File: src/rtl/fifo_ctrl_param.sv
// Parametrised synchronous FIFO with active-low strobes, occupancy count,
// almost-full/empty thresholds and pulse or sticky error flags.
module fifo_ctrl_param #(
  parameter int WIDTH      = 8,
  parameter int DEPTH      = 16,
  parameter int AF_LEVEL   = DEPTH - 2,
  parameter int AE_LEVEL   = 2,
  parameter bit STICKY_ERR = 1'b0
) (
  input  logic                       clk,
  input  logic                       rst_n,
  input  logic                       wr_n,
  input  logic [WIDTH-1:0]           wr_data,
  input  logic                       rd_n,
  output logic [WIDTH-1:0]           rd_data,
  output logic                       rd_valid,
  output logic [$clog2(DEPTH+1)-1:0] count,
  output logic                       full,
  output logic                       empty,
  output logic                       almost_full,
  output logic                       almost_empty,
  output logic                       over_flow,
  output logic                       under_flow,
  input  logic                       clr_err
);

  localparam int CW = $clog2(DEPTH + 1);
  localparam int PW = (DEPTH > 1) ? $clog2(DEPTH) : 1;
  localparam logic [CW-1:0] DEP_C = CW'(DEPTH);
  localparam logic [CW-1:0] AF_C  = CW'(AF_LEVEL);
  localparam logic [CW-1:0] AE_C  = CW'(AE_LEVEL);
  localparam logic [PW-1:0] LAST  = PW'(DEPTH - 1);

  logic [WIDTH-1:0] mem_q [DEPTH];
  logic [PW-1:0]    wr_ptr_q, wr_ptr_d;
  logic [PW-1:0]    rd_ptr_q, rd_ptr_d;
  logic [CW-1:0]    cnt_q, cnt_d;
  logic [WIDTH-1:0] rdata_q, rdata_d;
  logic             rvalid_q, rvalid_d;
  logic             ovf_q, ovf_d;
  logic             unf_q, unf_d;

  logic full_s, empty_s;
  logic rd_acc, wr_acc;
  logic ovf_ev, unf_ev;

  function automatic logic [PW-1:0] nxt(input logic [PW-1:0] p);
    return (p == LAST) ? '0 : p + 1'b1;
  endfunction

  assign full_s  = (cnt_q == DEP_C);
  assign empty_s = (cnt_q == '0);
  // A read frees a slot this cycle, so a write may proceed even when full.
  assign rd_acc  = !rd_n && !empty_s;
  assign wr_acc  = !wr_n && (!full_s || rd_acc);
  assign ovf_ev  = !wr_n && !wr_acc;
  assign unf_ev  = !rd_n && empty_s;

  always_comb begin
    wr_ptr_d = wr_ptr_q;
    rd_ptr_d = rd_ptr_q;
    cnt_d    = cnt_q;
    rdata_d  = rdata_q;
    rvalid_d = rd_acc;
    if (wr_acc) wr_ptr_d = nxt(wr_ptr_q);
    if (rd_acc) begin
      rd_ptr_d = nxt(rd_ptr_q);
      rdata_d  = mem_q[rd_ptr_q];
    end
    unique case (1'b1)
      (wr_acc && !rd_acc): cnt_d = cnt_q + 1'b1;
      (rd_acc && !wr_acc): cnt_d = cnt_q - 1'b1;
      default:             cnt_d = cnt_q;
    endcase
    if (STICKY_ERR) begin
      ovf_d = ovf_ev || (ovf_q && !clr_err);
      unf_d = unf_ev || (unf_q && !clr_err);
    end else begin
      ovf_d = ovf_ev;
      unf_d = unf_ev;
    end
  end

  always_ff @(posedge clk or negedge rst_n) begin
    if (!rst_n) begin
      wr_ptr_q <= '0;
      rd_ptr_q <= '0;
      cnt_q    <= '0;
      rdata_q  <= '0;
      rvalid_q <= 1'b0;
      ovf_q    <= 1'b0;
      unf_q    <= 1'b0;
    end else begin
      wr_ptr_q <= wr_ptr_d;
      rd_ptr_q <= rd_ptr_d;
      cnt_q    <= cnt_d;
      rdata_q  <= rdata_d;
      rvalid_q <= rvalid_d;
      ovf_q    <= ovf_d;
      unf_q    <= unf_d;
    end
  end

  // Storage is deliberately left unreset.
  always_ff @(posedge clk) begin
    if (wr_acc) mem_q[wr_ptr_q] <= wr_data;
  end

  assign rd_data      = rdata_q;
  assign rd_valid     = rvalid_q;
  assign count        = cnt_q;
  assign full         = full_s;
  assign empty        = empty_s;
  assign almost_full  = (cnt_q >= AF_C);
  assign almost_empty = (cnt_q <= AE_C);
  assign over_flow    = ovf_q;
  assign under_flow   = unf_q;

endmodule

File: config.mk
export PLATFORM = sky130hd
export DESIGN_NAME = fifo_ctrl_param
export DESIGN_NICKNAME = d
export VERILOG_FILES = /design/src/rtl/fifo_ctrl_param.sv
export SDC_FILE = /design/constraint.sdc
export NUM_CORES = 1
export LEC_CHECK = 0
export ABC_AREA = 1
export CAP_MARGIN = 25
export CORE_MARGIN = 5
export CORE_UTILIZATION = 55
export CTS_CLUSTER_DIAMETER = 120
export DETAILED_ROUTE_END_ITERATION = 8
export DONT_BUFFER_PORTS = 1
export GPL_TIMING_DRIVEN = 0
export PLACE_DENSITY = 0.7
export SLEW_MARGIN = 20
export SYNTH_ARGS = -nofsm -noshare
export SYNTH_HDL_FRONTEND = slang
export SYNTH_SLANG_ARGS = --single-unit
File: constraint.sdc
create_clock -name clk -period 2.3 [get_ports clk]
set_input_delay 0.23 -clock clk [delete_from_list [all_inputs] [get_ports clk]]
set_output_delay 0.23 -clock clk [all_outputs]
set_load 0.01 [all_outputs]
==> reports/qor.txt <==
Final WL - 15000 um
Yosys top cell by area - edfxtp_1
IO Pins - 33
DR vias - 4291
CP dominant cell by count - nand2_1
Buffers and inverters on the worst path - 3
Multi-input gate area - 0.00176 mm2
Global-route total usage across every layer - 0.218
Ys async rst share - 0.158
P&R area growth vs syn - 15.8%
Post-route antenna net violation count - 0
Mapped cell area - 0.00637 mm2
Clock-pin slew reported for the worst setup and hold paths after clock tree synthesis - 0.06 ns
CTS tree - yes
Synth area leaders - edfxtp_1 (60%), dfrtp_1 (9.4%), nand2_1 (7.5%)
Post-synth EDFFs - 128
Initial antenna violation count - 0
Detailed Place HPWL - 9670 um
Synth cell types - 24
First-pass GRT wire length - 22900 um
Routed WL per cell - 19.7 um
Critical Path Sink Type - register
Post-DP Area - 0.00655 mm2
Critical Path RT - 2.61 ns
Die Height - 118 um
Fraction of layout cells with a size suffix above 1 - 0.128
Finish-stage setup viols - 0
Routability Congestion - 0.864
Number of DRC markers in iteration 0 - 442
Worst-Margin Slew - 1.03 ns
Share of the core filled with cells - 0.649
Clk root buf - clkbuf_16
Setup Skew - 0.00742 ns
CTS Sinks - 152
Peak VDD IR - 0.666 mV
Post-CTS setup buffer count - 0
Worst Hold Class - in2reg
Top delay family on crit path - simple AND/OR/NAND/NOR gates
Worst path slowest cell - dfrtp_2
Syn nets - 595
CP Data Arrival Time - 2.51 ns
Cells along the critical path - nor2_2 > nand3_2 > nand3_2 > inv_1 > ha_1 > nand2_1 > nand2_1 > a21oi_2 > inv_1 > nand2_1 > nand3_1 > nand2_1 > inv_1
Final Instance Area - 0.00738 mm2
CTS Buffer Depth - 2
IO Port Bufs - 0
YS warnings - 0
GRT overflow - 0
DR pass1 iterations - 5
Critical path class - reg2reg
Pleak - 2.83 nW
Crit path time final - 2.20 ns
Antenna fix cells - 0
Top cell type's share of synthesized area - 0.603
Htree depth - 4
Slew Limit Fails - 0
Commonest cells in the synthesized netlist - edfxtp_1 (128), nand2_1 (128), nor2_1 (102)
Final worst setup slack - 0.104 ns
Final worst-path cycle share - 0.955
Initial Util - 0.561
Worst Setup Start Kind - register
Slew headroom - 0.298
Pwr Density - 1270 mW/mm2
Die Area - 0.0138 mm2
Critical path peak fanout - 6
Fillcell total - 815
# nets final - 627
TritonCTS buffer count - 17
Clock latency on the worst-skew pair - 0.42 ns
Vias per cell - 5.64
Setup Slack @ Placement - -0.0776 ns
Register area - 0.00445 mm2
Vias in the first global route - 4061
Slowest stage delay, CP - 0.48 ns
Row count - 39
Status - complete, no violations
Fin cells - 761
Cells after synthesis - 573
Most common flop cell mapped by yosys - edfxtp_1
Post-Place Cells - 716
Core area - 0.0114 mm2
Final Hold Fails - 0
Die width - 118 um
Fmax - 455 MHz
Largest net degree at the start of global routing - 25
Synth Area per Inst - 11.1 um2
Detailed-route DRC error count - 0
Max-Cap Viols - 0
Seq/Total Area, Yosys - 0.697
Seq cells post-synth - 152
cells by family after synthesis:
logic type | after synthesis | share of synthesized area
buffers and inverters | 50 | 0.0387
DFF | 152 | 0.697
xor gates and xnor gates | 6 | 0.00824
adders and majority gates | 9 | 0.0188
AOI/OAI and AO/OA | 60 | 0.0485
and+or+nand+nor | 296 | 0.189
placed cells by master, fill, tap and decap left out, drive strengths merged:
master,count
a2111oi,1
a21boi,1
a21oi,17
buf,21
bufinv,4
clkbuf,27
clkinv,6
clkinvlp,1
dfrtp,24
dlygate4sd3,12
edfxtp,128
fa,1
ha,8
inv,24
nand2,130
nand3,63
nor2,102
o21ai,40
o31ai,1
or2,1
xor2,6
path summary, 6_finish.rpt:
check,from,endpoint,slack (ns),depth (start not counted)
hold / removal,wr_n,count[1],0.18,3
min in group asynchronous,rst_n,count[3],0.24,2
hold reg to reg,count[0],count[0],0.59,1
setup reg to reg,count[0],count[4],0.10,13
max in group asynchronous,rst_n,rd_data[4],1.89,2
setup / recovery,count[0],count[4],0.10,13
routing by layer:
metal  track usage  part of all wire
met5             0                 0
met4        0.0724             0.019
met3        0.0562             0.074
met2         0.336              0.47
met1         0.306              0.43
power breakdown:
part           internal [mW]  switching, mW  leakage (nW)
Combinational          0.871           1.92          1.09
Clock                   1.86           1.03         0.301
Sequential              3.39          0.312          1.44
Total                   6.12           3.26          2.83
metrics by stage:
stage / setup TNS, ns / hold slack (ns) / power [mW]
2_1_floorplan: 0 / -0.0656 / 5.55
3_3_place_gp: 0 / -0.0649 / 6.26
3_5_place_dp: -1.20 / -0.0650 / 6.33
4_1_cts: 0 / 0.172 / 9.29
5_1_grt: -0.0628 / 0.198 / 9.87
6_report: 0 / 0.176 / 9.37
flip-flops by register name (all words and copies together), names as in the netlist:
| signal | count |
|---|---|
| count | 5 |
| rd_ptr_q | 4 |
| over_flow | 1 |
| mem_q | 128 |
| rd_data | 8 |
| wr_ptr_q | 4 |
| rd_valid | 1 |
| under_flow | 1 |
worst register-to-register path, cell delays in order, from the launching register on:
cell	delay [ns]
dfrtp_2	0.48
nor2_2	0.18
nand3_2	0.14
nand3_2	0.14
inv_1	0.10
ha_1	0.32
nand2_1	0.13
nand2_1	0.09
a21oi_2	0.16
inv_1	0.06
nand2_1	0.10
nand3_1	0.09
nand2_1	0.08
inv_1	0.04
cell type report:
| type | count | share of cell area |
|---|---|---|
| Buffer | 25 | 0.0207 |
| Tap cell | 143 | 0.0242 |
| Clock inverter | 10 | 0.0205 |
| Multi-Input combinational cell | 371 | 0.238 |
| Sequential cell | 152 | 0.602 |
| Clock buffer | 22 | 0.0629 |
| Inverter | 25 | 0.0127 |
| Timing Repair Buffer | 13 | 0.0190 |
repair_timing:
action / CTS / global route
gates cloned: 0 / 0
setup endpoints to repair: 48 / 89
gates resized for setup: 8 / 17
hold buffers: 13 / 0
endpoints found under the hold margin: 154 / 0
Note: power is estimated with default switching activity, not from simulation.
